**config.mk**
```make
export PLATFORM = sky130hd
export DESIGN_NAME = output_buffer
export DESIGN_NICKNAME = d
export VERILOG_FILES = /design/src/rtl/output_buffer.sv
export SDC_FILE = /design/constraint.sdc
export NUM_CORES = 1
export LEC_CHECK = 0
export ABC_AREA = 1
export ABC_CLOCK_PERIOD_IN_PS = 15190
export CORE_MARGIN = 2
export CORE_UTILIZATION = 40
export DETAILED_ROUTE_END_ITERATION = 10
export PLACE_DENSITY_LB_ADDON = 0.12
export SYNTH_ARGS = -nofsm -noshare
export SYNTH_HDL_FRONTEND = slang
export SYNTH_SLANG_ARGS = --single-unit
```
**constraint.sdc**
```tcl
create_clock -name clk -period 15.19 [get_ports clk]
set_input_delay 3.038 -clock clk [delete_from_list [all_inputs] [get_ports clk]]
set_output_delay 3.038 -clock clk [all_outputs]
set_load 0.005 [all_outputs]
```
**src/rtl/output_buffer.sv**
```systemverilog
// rtl/output_buffer.sv - store-and-forward packet output FIFO with per-packet admission
module output_buffer #(
  parameter int DEPTH = 16,
  parameter int AW    = 4
) (
  input  logic          clk,
  input  logic          rst,
  input  logic [32:0]   in_word,
  output logic [31:0]   out_data,
  output logic          out_valid,
  input  logic          out_ready,
  output logic          out_sop,
  output logic          out_eop,
  output logic [AW:0]   pkt_count,
  output logic [7:0]    drop_count
);

  typedef enum logic [1:0] {IN_IDLE, IN_STORE, IN_DROP} in_state_t;
  typedef enum logic       {OUT_IDLE, OUT_SEND} out_state_t;

  logic [31:0] r_mem [DEPTH];
  logic [AW-1:0] r_wr_ptr;
  logic [AW-1:0] r_rd_ptr;
  logic [AW:0]   r_occ;
  logic [AW:0]   r_pkt_cnt;
  logic [7:0]    r_drop_cnt;
  in_state_t     r_in_state;
  logic [15:0]   r_in_rem;
  out_state_t    r_out_state;
  logic [15:0]   r_out_rem;

  in_state_t     w_in_state_nxt;
  logic [15:0]   w_in_rem_nxt;
  logic          w_wr_en;
  logic          w_pkt_done;
  logic          w_drop;
  logic [15:0]   w_len;
  logic [16:0]   w_free;
  logic [16:0]   w_need;
  out_state_t    w_out_state_nxt;
  logic [15:0]   w_out_rem_nxt;
  logic          w_rd_en;
  logic          w_pkt_sent;
  logic [15:0]   w_head_len;

  assign w_len      = in_word[23:8];
  // Free space ignores a same-cycle pop so admission never depends on downstream timing.
  assign w_free     = 17'(DEPTH) - 17'(r_occ);
  assign w_need     = {1'b0, w_len} + 17'd1;
  assign w_head_len = r_mem[r_rd_ptr][23:8];
  assign out_data   = r_mem[r_rd_ptr];
  assign pkt_count  = r_pkt_cnt;
  assign drop_count = r_drop_cnt;

  // Input FSM: admit whole packets only, otherwise skip all of their words.
  always_comb begin
    w_in_state_nxt = r_in_state;
    w_in_rem_nxt   = r_in_rem;
    w_wr_en        = 1'b0;
    w_pkt_done     = 1'b0;
    w_drop         = 1'b0;
    if (in_word[32]) begin
      case (r_in_state)
        IN_IDLE: begin
          if (w_need <= w_free) begin
            w_wr_en = 1'b1;
            if (w_len == 16'd0) begin
              w_pkt_done = 1'b1;
            end else begin
              w_in_state_nxt = IN_STORE;
              w_in_rem_nxt   = w_len;
            end
          end else begin
            w_drop = 1'b1;
            if (w_len != 16'd0) begin
              w_in_state_nxt = IN_DROP;
              w_in_rem_nxt   = w_len;
            end
          end
        end
        IN_STORE: begin
          w_wr_en      = 1'b1;
          w_in_rem_nxt = r_in_rem - 16'd1;
          if (r_in_rem == 16'd1) begin
            w_pkt_done     = 1'b1;
            w_in_state_nxt = IN_IDLE;
          end
        end
        IN_DROP: begin
          w_in_rem_nxt = r_in_rem - 16'd1;
          if (r_in_rem == 16'd1) begin
            w_in_state_nxt = IN_IDLE;
          end
        end
        default: w_in_state_nxt = IN_IDLE;
      endcase
    end
  end

  // Output FSM: present the head word once a complete packet is held, stream it to eop.
  always_comb begin
    out_valid       = 1'b0;
    out_sop         = 1'b0;
    out_eop         = 1'b0;
    w_out_state_nxt = r_out_state;
    w_out_rem_nxt   = r_out_rem;
    w_rd_en         = 1'b0;
    w_pkt_sent      = 1'b0;
    if (!rst) begin
      case (r_out_state)
        OUT_IDLE: begin
          out_valid = (r_pkt_cnt != '0);
          out_sop   = out_valid;
          out_eop   = out_valid && (w_head_len == 16'd0);
          if (out_valid && out_ready) begin
            w_rd_en = 1'b1;
            if (w_head_len == 16'd0) begin
              w_pkt_sent = 1'b1;
            end else begin
              w_out_state_nxt = OUT_SEND;
              w_out_rem_nxt   = w_head_len;
            end
          end
        end
        OUT_SEND: begin
          out_valid = 1'b1;
          out_eop   = (r_out_rem == 16'd1);
          if (out_ready) begin
            w_rd_en       = 1'b1;
            w_out_rem_nxt = r_out_rem - 16'd1;
            if (r_out_rem == 16'd1) begin
              w_pkt_sent      = 1'b1;
              w_out_state_nxt = OUT_IDLE;
            end
          end
        end
        default: w_out_state_nxt = OUT_IDLE;
      endcase
    end
  end

  // Packet storage; contents need no reset because pointers define what is live.
  always_ff @(posedge clk) begin
    if (!rst && w_wr_en) begin
      r_mem[r_wr_ptr] <= in_word[31:0];
    end
  end

  // Pointers, occupancy, counters and FSM state registers.
  always_ff @(posedge clk) begin
    if (rst) begin
      r_wr_ptr    <= '0;
      r_rd_ptr    <= '0;
      r_occ       <= '0;
      r_pkt_cnt   <= '0;
      r_drop_cnt  <= '0;
      r_in_state  <= IN_IDLE;
      r_in_rem    <= '0;
      r_out_state <= OUT_IDLE;
      r_out_rem   <= '0;
    end else begin
      r_in_state  <= w_in_state_nxt;
      r_in_rem    <= w_in_rem_nxt;
      r_out_state <= w_out_state_nxt;
      r_out_rem   <= w_out_rem_nxt;
      if (w_wr_en) begin
        r_wr_ptr <= r_wr_ptr + AW'(1);
      end
      if (w_rd_en) begin
        r_rd_ptr <= r_rd_ptr + AW'(1);
      end
      case ({w_wr_en, w_rd_en})
        2'b10:   r_occ <= r_occ + (AW+1)'(1);
        2'b01:   r_occ <= r_occ - (AW+1)'(1);
        default: r_occ <= r_occ;
      endcase
      case ({w_pkt_done, w_pkt_sent})
        2'b10:   r_pkt_cnt <= r_pkt_cnt + (AW+1)'(1);
        2'b01:   r_pkt_cnt <= r_pkt_cnt - (AW+1)'(1);
        default: r_pkt_cnt <= r_pkt_cnt;
      endcase
      if (w_drop && (r_drop_cnt != 8'hFF)) begin
        r_drop_cnt <= r_drop_cnt + 8'd1;
      end
    end
  end

endmodule

```
==> out/results.txt, run 1 <==
Status -> finished, final reports clean
Critical path type -> input pin to primary output
Worst slew margin -> 0.295
Worst-case clock skew -> 0.0135 ns
DIE HEIGHT -> 254 µm
Die width -> 254 µm
# IOs -> 84
Internal power -> 2.60 mW
Post-synth EDFFs -> 512
Placed cells -> 3015
Kind of end point of the critical path -> primary output
Max clock buf depth -> 3
Root buf cell -> clkbuf_16
Resized cells post-CTS -> 0
Non-filler cells, final -> 3127
Post-route ant nets -> 0
Syn_nets -> 2263
Core outline area -> 0.0617 mm²
YS warnings -> 0
Synth cell types -> 46
Worst VDD drop -> 0.0000876 V
Layout area overhead -> 13.7%
Worst endpoint required time -> 12.15 ns
Final hold violations -> 0
Achievable frequency -> 0.123 GHz
Power Total -> 3.43 mW
Setup bufs post-CTS -> 0
Setup TNS -> 0 ns
DRT Wirelength -> 68000 µm
Switching power -> 0.823 mW
DIE AREA -> 0.0643 mm²
Placer Congestion -> 0.781
Antenna cell count -> 0
I/O Buffers -> 83
Final Core Density -> 0.460
CTS tree -> built
Starting density of the core -> 0.404
Share of the synthesized area in the top cell type -> 0.617
Mapped Cells -> 2186
RSZ-0062 raised after global routing -> false
Crit path time final -> 8.16 ns
# rows -> 91
Residual DRC count -> 0
First-pass iteration count of the detailed router -> 7
Initial antenna violation count -> 0
Vias in the first global route -> 16628
Worst slew pin tran -> 1.05 ns
Post-synth ARST share -> 0
Logic pwr share -> 0.081
Largest net degree at the start of global routing -> 93
Critical path, cell by cell -> clkdlybuf4s50_1, buf_4, clkinv_1, buf_4, o21ai_0, inv_1, and3_1, clkdlybuf4s50_1
Global Route Usage Sum -> 0.212
Post-Synthesis Cell Area -> 0.0249 mm²
CP Data Arrival Time -> 5.12 ns
Max-Cap Viols -> 0
Slew Limit Fails -> 0
Synth Flop Type -> edfxtp_1
Clk slew on worst S/H paths -> 0.06 ns
CTS Buf Count -> 60
Max incr delay on CP -> 0.49 ns
Clock sinks -> 577
Register area share after synthesis -> 0.669
Clock share of power -> 0.404
Pwr dens -> 121 mW/mm²
Post-detail-place hpwl -> 38000 µm
Crit path max fanout -> 36
Sequential share of power -> 0.515
First-pass GRT wire length -> 103000 µm
Clock Latency Late Sink -> 0.64 ns
Initial DRC Count -> 1412
Vias per cell -> 5.45
Grt ovf -> 0
Worst Hold Class -> flop to flop
Layout cells sized above 1 -> 0.0769
CP max stage cell -> clkdlybuf4s50_1
Hold buffers post-CTS -> 0
Drt wl/cell -> 21.8 µm
Largest cells by area after synthesis -> edfxtp_1 (62%), nor2_1 (6.1%), dfxtp_1 (5.2%)
Layout net count -> 2317
Switching portion of total power -> 0.240
Final setup violation count -> 0
Mean Syn Cell Area -> 11.4 µm²
Vias -> 17030
Yosys reg bits -> 577
H-tree depth -> 2
Final Cycle Share -> 0.537
Largest area contributor in the netlist -> edfxtp_1
Critical Path Source Type -> input pin
Leakage power -> 9.67 nW
==> registers in the layout, summed over array words and instances, names as in the netlist, named ones only <==
signal       flops
r_mem          512
r_rd_ptr         4
r_wr_ptr         4
r_out_state      1
pkt_count        5
r_in_state       2
drop_count       8
r_out_rem       16
r_in_rem        16
r_occ            5
==> cell usage after synthesis (3+ instances only) <==
library cell	number
a211oi_1	4
a21oi_1	75
a31oi_1	15
buf_1	3
buf_2	22
buf_4	6
buf_6	18
clkbuf_1	78
clkinv_1	3
dfxtp_1	65
edfxtp_1	512
ha_1	39
inv_1	107
inv_2	4
nand2_1	186
nand2_2	7
nand2_4	5
nand3_1	87
nand3b_1	4
nand4_1	9
nor2_1	402
nor2_2	15
nor3_1	12
nor4_1	4
o211ai_1	73
o21ai_0	259
o21ai_1	37
o221ai_1	58
o22ai_1	24
or2_2	4
xnor2_1	13
xor2_1	17
==> path summary, 6_finish.rpt <==
path                             from                        end  slack [ns]  cells after the start
min          r_in_rem[8]$_SDFFE_PP0P_   r_in_rem[8]$_SDFFE_PP0P_        0.46                      2
max                               rst                    out_eop        7.03                      8
max reg2reg                      flop  pkt_count[4]$_SDFFE_PP0P_        9.72                     23
min reg2reg  r_in_rem[8]$_SDFFE_PP0P_   r_in_rem[8]$_SDFFE_PP0P_        0.46                      2
==> final cells by class <==
cell class	count	area, µm²
multi-input cells	1367	7260
repair buffers	119	1100
inverters	115	437
well taps	837	1050
fillers	5759	33400
flip-flops and latches	577	16700
clock buffers	73	1550
clock inverters	39	278
==> worst max-delay path: cells and delay by family <==
kind / cells / cell delay, ns
buffers and inverters: 6 / 1.70
AO/OA/AOI/OAI: 1 / 0.21
AND/OR/NAND/NOR: 1 / 0.15
==> per-layer routing <==
| layer | share of wire | wire [µm] | vias up | track usage |
|---|---|---|---|---|
| li1 | - | - | 8004 | - |
| met1 | 0.44 | 30200 | 8460 | 0.287 |
| met2 | 0.48 | 33000 | 464 | 0.358 |
| met3 | 0.044 | 3000 | 102 | 0.0266 |
| met4 | 0.027 | 1840 | 0 | 0.0655 |
| met5 | 0 | 0 | - | 0 |
==> cell families after synthesis <==
logic type,count (synthesis),share of synthesized area
buffers and inverters,242,0.0440
flip-flops,577,0.669
AND/OR/NAND/NOR,742,0.124
adder cells (fa/ha/maj),41,0.0212
AO/OA/AOI/OAI,554,0.131
XOR/XNOR,30,0.0105
==> power by group through the flow <==
stage / clock (mW) / combinational [mW] / sequential [mW]
CTS: 1.42 / 0.278 / 1.77
floorplan: 0 / 0.175 / 1.79
global placement: 0 / 0.273 / 1.80
detailed placement: 0 / 0.276 / 1.80
finish: 1.38 / 0.277 / 1.77
global route: 1.47 / 0.313 / 1.77
==> cell usage in the layout (no fill, tap or decap), drive strengths merged, types with 73 or more instances in the layout <==
master and n:
inv 116, nand3 88, clkdlybuf4s50 83, a21oi 75, o21ai 297, clkbuf 73, o211ai 75, nand2 199
edfxtp 512, nor2 418
==> stage by stage <==
| step | worst slack (ns) | area (µm²) | hold WS (ns) |
|---|---|---|---|
| 5_1_grt | 6.77 | 28400 | 0.483 |
| 6_report | 7.03 | 28400 | 0.463 |
| 2_1_floorplan | 8.34 | 24900 | 0.439 |
| 4_1_cts | 7.02 | 28400 | 0.464 |
| 3_5_place_dp | 6.74 | 26500 | 0.455 |
| 3_3_place_gp | 6.80 | 26500 | 0.454 |
No activity file was read; power rests on OpenSTA's default activity.
==> inputs of run 2 (changes only) <==
--- a/config.mk
+++ b/config.mk
@@ -6,7 +6,7 @@
 export NUM_CORES = 1
 export LEC_CHECK = 0
 export ABC_AREA = 1
-export ABC_CLOCK_PERIOD_IN_PS = 15190
+export ABC_CLOCK_PERIOD_IN_PS = 7900
 export CORE_MARGIN = 2
 export CORE_UTILIZATION = 40
 export DETAILED_ROUTE_END_ITERATION = 10
==> constraint.sdc (replaced) <==
create_clock -name clk -period 7.9 [get_ports clk]
set_input_delay 1.58 -clock clk [delete_from_list [all_inputs] [get_ports clk]]
set_output_delay 1.58 -clock clk [all_outputs]
set_load 0.005 [all_outputs]
==> run 2 against run 1 <==
Flip-flop and latch count unchanged. Wire length up 2.4%. Cell count grew 0.35%. Critical path type is now input pin to flop. Critical endpoint is now pkt_count[4]$_SDFFE_PP0P_. Largest cell class unchanged. Largest power group unchanged. Highest routed layer unchanged.
==> out/results.txt, run 2 (synthesis results as in run 1) <==
CP Data Arrival Time -> 6.58 ns (+1.46 ns)
Clock sinks -> 577 (unchanged)
Initial antenna violation count -> 0 (unchanged)
Root buf cell -> clkbuf_16
Grt ovf -> 0 (unchanged)
Critical Path Source Type -> input pin
Initial DRC Count -> 1292 (-8.5%)
DIE HEIGHT -> 254 µm (unchanged)
Crit path time final -> 6.07 ns
DIE AREA -> 0.0643 mm² (unchanged)
Post-route ant nets -> 0 (unchanged)
Kind of end point of the critical path -> flop
CTS tree -> built
Hold buffers post-CTS -> 0 (unchanged)
Clock Latency Late Sink -> 0.63 ns (about the same)
I/O Buffers -> 83 (unchanged)
Max clock buf depth -> 3 (unchanged)
Vias -> 16982 (-0.28%)
Post-route setup slack -> 1.83 ns (-5.21 ns)
# rows -> 91 (unchanged)
# IOs -> 84 (unchanged)
Core outline area -> 0.0617 mm² (unchanged)
Top Metal Used -> met4
Final setup violation count -> 0 (unchanged)
Status -> finished, final reports clean
Post-detail-place hpwl -> 40800 µm (+7.3%)
Clk slew on worst S/H paths -> 0.06 ns (about the same)
Final Core Density -> 0.464 (+0.00414)
Worst slew pin tran -> 1.12 ns (+0.0657 ns)
Drt wl/cell -> 22.2 µm (+2.1%)
Worst Hold Class -> flop to flop
Commonest non-fill, non-tap cell in the layout -> edfxtp_1
Starting density of the core -> 0.404 (unchanged)
CTS Buf Count -> 60 (unchanged)
Die width -> 254 µm (unchanged)
Achievable frequency -> 0.165 GHz
M1 WL -> 31100 µm (+3.0%)
First-pass GRT wire length -> 104000 µm (+1.8%)
Layout net count -> 2328 (+0.47%)
DRT Wirelength -> 69700 µm (+2.4%)
Placer Congestion -> 0.835 (+6.9%)
Setup TNS -> 0 ns (unchanged)
Largest net degree at the start of global routing -> 166 (+78%)
Largest register FFs -> 512 (unchanged)
Worst endpoint required time -> 8.40 ns (-3.75 ns)
Residual DRC count -> 0 (unchanged)
Final Cycle Share -> 0.769
Pre-CTS setup slack -> 1.22 ns (-5.51 ns)
Layout area overhead -> 14.8%
Slew Limit Fails -> 0 (unchanged)
Worst slew margin -> 0.251 (-0.0440)
Leakage power -> 9.79 nW (+1.2%)
Routed length on met2 -> 33800 µm (+2.5%)
Resized cells post-CTS -> 0 (unchanged)
Worst-case clock skew -> 0.0234 ns (+0.00984 ns)
Critical path type -> input pin to flop
Worst VDD drop -> 0.000174 V (+99%)
Biggest regs -> r_mem (512), r_in_rem (16), r_out_rem (16)
Crit path max fanout -> 23 (-36%)
Setup bufs post-CTS -> 0 (unchanged)
WL met3 -> 3020 µm (+0.67%)
Top reg by flops -> r_mem
Vias in the first global route -> 16387 (-1.4%)
H-tree depth -> 2 (unchanged)
Final hold violations -> 0 (unchanged)
Global Route Usage Sum -> 0.217 (+0.00448)
Vias per cell -> 5.41 (-0.63%)
Layout cells sized above 1 -> 0.0809 (+0.00401)
Pwr dens -> 235 mW/mm² (+95%)
Commonest non-fill, non-tap cells in the layout -> edfxtp_1 (512), nor2_1 (396), o21ai_0 (259), nand2_1 (186), inv_1 (106)
First-pass iteration count of the detailed router -> 5 (-2)
RSZ-0062 raised after global routing -> false
Max-Cap Viols -> 0 (unchanged)
run 2: cell types whose count changed in the layout (fill, tap and decap cells not counted), moves of 2 or more:
cell        delta
buf_12         +6
buf_4          +5
bufinv_16      +4
clkinv_2       -3
clkinvlp_4     -3
clkinv_8       +2
run 2: power by group:
part | total, mW | leakage, nW | switching (mW) | internal (mW)
Sequential | 3.39 | 5.13 | 0.0333 | 3.36
Clock | 2.79 | 0.933 | 1.20 | 1.59
Combinational | 0.544 | 3.72 | 0.360 | 0.185
Total | 6.73 | 9.79 | 1.60 | 5.14
run 2: layout make-up:
cell class	instances	area, µm²
diodes	1	2.50
clock buffers	72	1550
clock inverters	39	377
fillers	5733	33100
inverters	115	437
multi-input cells	1367	7260
flip-flops and latches	577	16700
well taps	837	1050
repair buffers	130	1260
run 2: path summary, 6_finish.rpt:
path	to	cells after the start	slack [ns]	startpoint
worst max-delay path	pkt_count[4]$_SDFFE_PP0P_	26	1.83	in_word[11]
worst min-delay path	r_in_rem[8]$_SDFFE_PP0P_	2	0.47	r_in_rem[8]$_SDFFE_PP0P_
worst max register to register	pkt_count[4]$_SDFFE_PP0P_	24	3.01	flop
worst min register to register	r_in_rem[8]$_SDFFE_PP0P_	2	0.47	r_in_rem[8]$_SDFFE_PP0P_
run 2: per-layer routing:
layer / global-route usage / up-vias
li1: - / 8020
met1: 0.293 / 8461
met2: 0.367 / 410
met3: 0.0250 / 91
met4: 0.0655 / 0
met5: 0 / -
run 2: metrics by stage:
step	total power, mW	cell area, µm²	hold slack [ns]	std cells
floorplan	3.79	24900	0.439	2186
CTS	6.78	28600	0.470	3137
global route	6.97	28600	0.499	3137
finish	6.73	28600	0.471	3138
global placement	4.00	26700	0.452	3026
detailed placement	4.00	26700	0.462	3026
run 2: worst max-delay path, cell delays in order:
cell and delay, ns:
clkdlybuf4s50_1 1.21, nand2_1 0.20, nor3_1 0.47, nand2_1 0.16, nor3_1 0.21, xor2_1 0.11, ha_1 0.32, nand2_1 0.04
inv_1 0.07, nand4_1 0.09, nor2_1 0.09, nand3_1 0.10, nand2_2 0.12, inv_1 0.05, o22ai_1 0.12, nand2_1 0.16
ha_1 0.32, ha_1 0.35, nand2_1 0.09, nand2_1 0.05, a31oi_1 0.15, inv_1 0.07, o21ai_0 0.14, a21oi_1 0.07
o21ai_0 0.16, a21oi_1 0.06
==> inputs of run 3 (changes only) <==
--- a/config.mk
+++ b/config.mk
@@ -6,7 +6,7 @@
 export NUM_CORES = 1
 export LEC_CHECK = 0
 export ABC_AREA = 1
-export ABC_CLOCK_PERIOD_IN_PS = 7900
+export ABC_CLOCK_PERIOD_IN_PS = 5020
 export CORE_MARGIN = 2
 export CORE_UTILIZATION = 40
 export DETAILED_ROUTE_END_ITERATION = 10
==> constraint.sdc (replaced) <==
create_clock -name clk -period 5.02 [get_ports clk]
set_input_delay 1.004 -clock clk [delete_from_list [all_inputs] [get_ports clk]]
set_output_delay 1.004 -clock clk [all_outputs]
set_load 0.005 [all_outputs]
==> run 3 against run 2 <==
Wire length down 0.14%. Clock power up 54%. Non-clock buffer count up 56. Clock skew down 0.0094 ns. Count of clock-buffer cells in the layout up 10. Worst hold slack about the same. Flip-flop and latch count unchanged. Critical path depth down 11. First-iteration DRC count up 9.8%. Register-to-register slack worse by 2.0 ns. Sequential power up 58%. Critical endpoint is now out_eop. Largest power group unchanged. Highest routed layer unchanged.
==> out/results.txt, run 3 (synthesis results as in run 1) <==
Status -> finished, final reports clean
Commonest non-fill, non-tap cells in the layout -> edfxtp_1 (512), nor2_1 (396), o21ai_0 (259), nand2_1 (186), inv_1 (105)
Setup TNS -> 0 ns (unchanged)
Residual DRC count -> 0 (unchanged)
Worst Hold Class -> flop to flop
Biggest regs -> r_mem (512), r_in_rem (16), r_out_rem (16)
Vias -> 17158 (+1.0%)
Critical path type -> flop to primary output
Max clock buf depth -> 3 (unchanged)
CTS tree -> built
Reg2reg path depth -> 20 (-17%)
Clock Latency Late Sink -> 0.62 ns (about the same)
DRT Wirelength -> 69600 µm (-0.14%)
Crit path max fanout -> 58 (+150%)
Antenna cell count -> 0 (-1)
Final Core Density -> 0.476 (+0.0122)
First-pass GRT wire length -> 104000 µm (-0.66%)
Logic pwr share -> 0.083 (+0.002)
Layout net count -> 2385 (+2.4%)
Kind of end point of the critical path -> primary output
Drt wl/cell -> 21.8 µm (-1.9%)
Pwr dens -> 358 mW/mm² (+52%)
Final Cycle Share -> 0.935
H-tree depth -> 2 (unchanged)
Root buf cell -> clkbuf_16
Starting density of the core -> 0.404 (unchanged)
First-pass iteration count of the detailed router -> 7 (+2)
Top reg by flops -> r_mem
Hold buffers post-CTS -> 0 (unchanged)
Switching power -> 2.46 mW (+54%)
Critical path, cell by cell -> inv_6, buf_12, nor2_1, nor2_1, o21ai_1, o211ai_1, nand3_1, nand2_1, nor2_1, nand2_1, nor2_2, nand2_4, nand2_1, and3_1, clkdlybuf4s50_1
Crit path time final -> 4.69 ns
Pre-CTS setup slack -> -0.240 ns (-1.46 ns)
Layout area overhead -> 17.8%
FF-to-FF setup slack -> 1.00 ns (-2.01 ns)
Layout cells sized above 1 -> 0.103 (+0.0226)
Fill count -> 5596 (-2.4%)
Commonest non-fill, non-tap cell in the layout -> edfxtp_1
Worst endpoint required time -> 4.02 ns (-4.38 ns)
Worst slew margin -> 0.362 (+0.111)
Max incr delay on CP -> 0.55 ns (-0.66 ns)
Slew Limit Fails -> 0 (unchanged)
Clock sinks -> 577 (unchanged)
WHS Path Cells -> 2 (unchanged)
DIE HEIGHT -> 254 µm (unchanged)
Final hold violations -> 0 (unchanged)
Sequential share of power -> 0.508 (+0.004)
Placer Congestion -> 0.817 (-2.2%)
CP Data Arrival Time -> 3.69 ns (-2.89 ns)
Worst-case clock skew -> 0.0139 ns (-0.00944 ns)
Global Route Usage Sum -> 0.215 (-0.00149)
Leakage power -> 10.2 nW (+3.7%)
Vias in the first global route -> 16754 (+2.2%)
R2R Path End -> pkt_count[3]$_SDFFE_PP0P_
I/O Buffers -> 83 (unchanged)
Worst VDD drop -> 0.000250 V (+44%)
Max-Cap Viols -> 0 (unchanged)
Core outline area -> 0.0617 mm² (unchanged)
Switching portion of total power -> 0.234 (-0.00357)
Final instance area -> 0.0294 mm² (+2.6%)
Clk slew on worst S/H paths -> 0.06 ns (about the same)
Hold Path Sink -> r_in_rem[8]$_SDFFE_PP0P_
Largest net degree at the start of global routing -> 153 (-7.8%)
Non-filler cells, final -> 3195 (+1.8%)
DIE AREA -> 0.0643 mm² (unchanged)
Die width -> 254 µm (unchanged)
CP max stage cell -> dfxtp_4
# IOs -> 84 (unchanged)
Achievable frequency -> 0.213 GHz
Post-detail-place hpwl -> 39700 µm (-2.8%)
Post-route setup slack -> 0.328 ns (-1.50 ns)
# rows -> 91 (unchanged)
Final setup violation count -> 0 (unchanged)
Clock share of power -> 0.409 (-0.006)
Grt ovf -> 0 (unchanged)
Initial antenna violation count -> 1 (+1)
CTS Buf Count -> 61 (+1.7%)
Placed inst area -> 0.0275 mm² (+2.9%)
Initial DRC Count -> 1418 (+9.8%)
Post-route ant nets -> 0 (unchanged)
Worst slew pin tran -> 0.953 ns (-0.168 ns)
Placed cells -> 3081 (+1.8%)
Largest register FFs -> 512 (unchanged)
Critical Path Source Type -> flop
Vias per cell -> 5.37 (-0.77%)
Hold Path Origin -> r_in_rem[8]$_SDFFE_PP0P_
Internal power -> 8.06 mW (+57%)
run 3: cell count changes in the layout (fill, tap and decap cells not counted), sizes merged:
cell	change
clkbuf	+10
bufinv	-3
diode	-1
clkinv	-4
buf	+56
inv	-1
run 3: area by class of cell:
type                    instances  area [µm²]  share of cell area
clock buffers                  82        1660              0.0564
multi-input cells            1367        7260               0.247
flip-flops and latches        577       16700               0.568
inverters                     115         437              0.0149
repair buffers                186        2040              0.0694
clock inverters                31         239             0.00814
well taps                     837        1050              0.0357
run 3: worst max-delay path, delay by kind of cell (launching register included):
kind | cells | cell delay, ns
AO/OA/AOI/OAI | 2 | 0.22
flip-flops | 1 | 0.55
buffers and inverters | 3 | 0.91
AND/OR/NAND/NOR | 10 | 1.33
run 3: worst max path at each step:
| stage | startpoint | endpoint | slack (ns) | cells after the start |
|---|---|---|---|---|
| after floorplan | in_word[8] | r_mem[12][0]$_DFFE_PP_ | 0.21 | 26 |
| after global placement | in_word[8] | pkt_count[4]$_SDFFE_PP0P_ | -0.22 | 34 |
| after detailed placement | in_word[8] | pkt_count[3]$_SDFFE_PP0P_ | -0.24 | 32 |
| after CTS | flop | out_eop | 0.18 | 15 |
| after global routing | in_word[8] | pkt_count[4]$_SDFFE_PP0P_ | -0.004 | 34 |
| final | flop | out_eop | 0.33 | 15 |
run 3: metrics by stage:
stage               hold WS [ns]  power (mW)
CTS                        0.467        10.6
detailed placement         0.458        6.31
global placement           0.448        6.30
finish                     0.471        10.5
floorplan                  0.439        5.96
global route               0.501        10.9
run 3: power by group through the flow:
stage,clock (mW),combinational [mW],sequential (mW)
global route,4.58,0.986,5.35
floorplan,0,0.528,5.43
CTS,4.41,0.878,5.34
detailed placement,0,0.873,5.44
finish,4.31,0.874,5.34
global placement,0,0.865,5.44
run 3: metal layers:
layer | wire length [µm] | GRT usage | vias to the layer above
li1 | - | - | 8143
met1 | 31800 | 0.299 | 8471
met2 | 32800 | 0.354 | 437
met3 | 3390 | 0.0296 | 107
met4 | 1600 | 0.0603 | 0
met5 | 0 | 0 | -
run 3: timing repair:
item	CTS	global route
buffers inserted	0	1
endpoints found under the hold margin	0	0
gates resized for setup	0	2
endpoints found under the setup margin	0	3
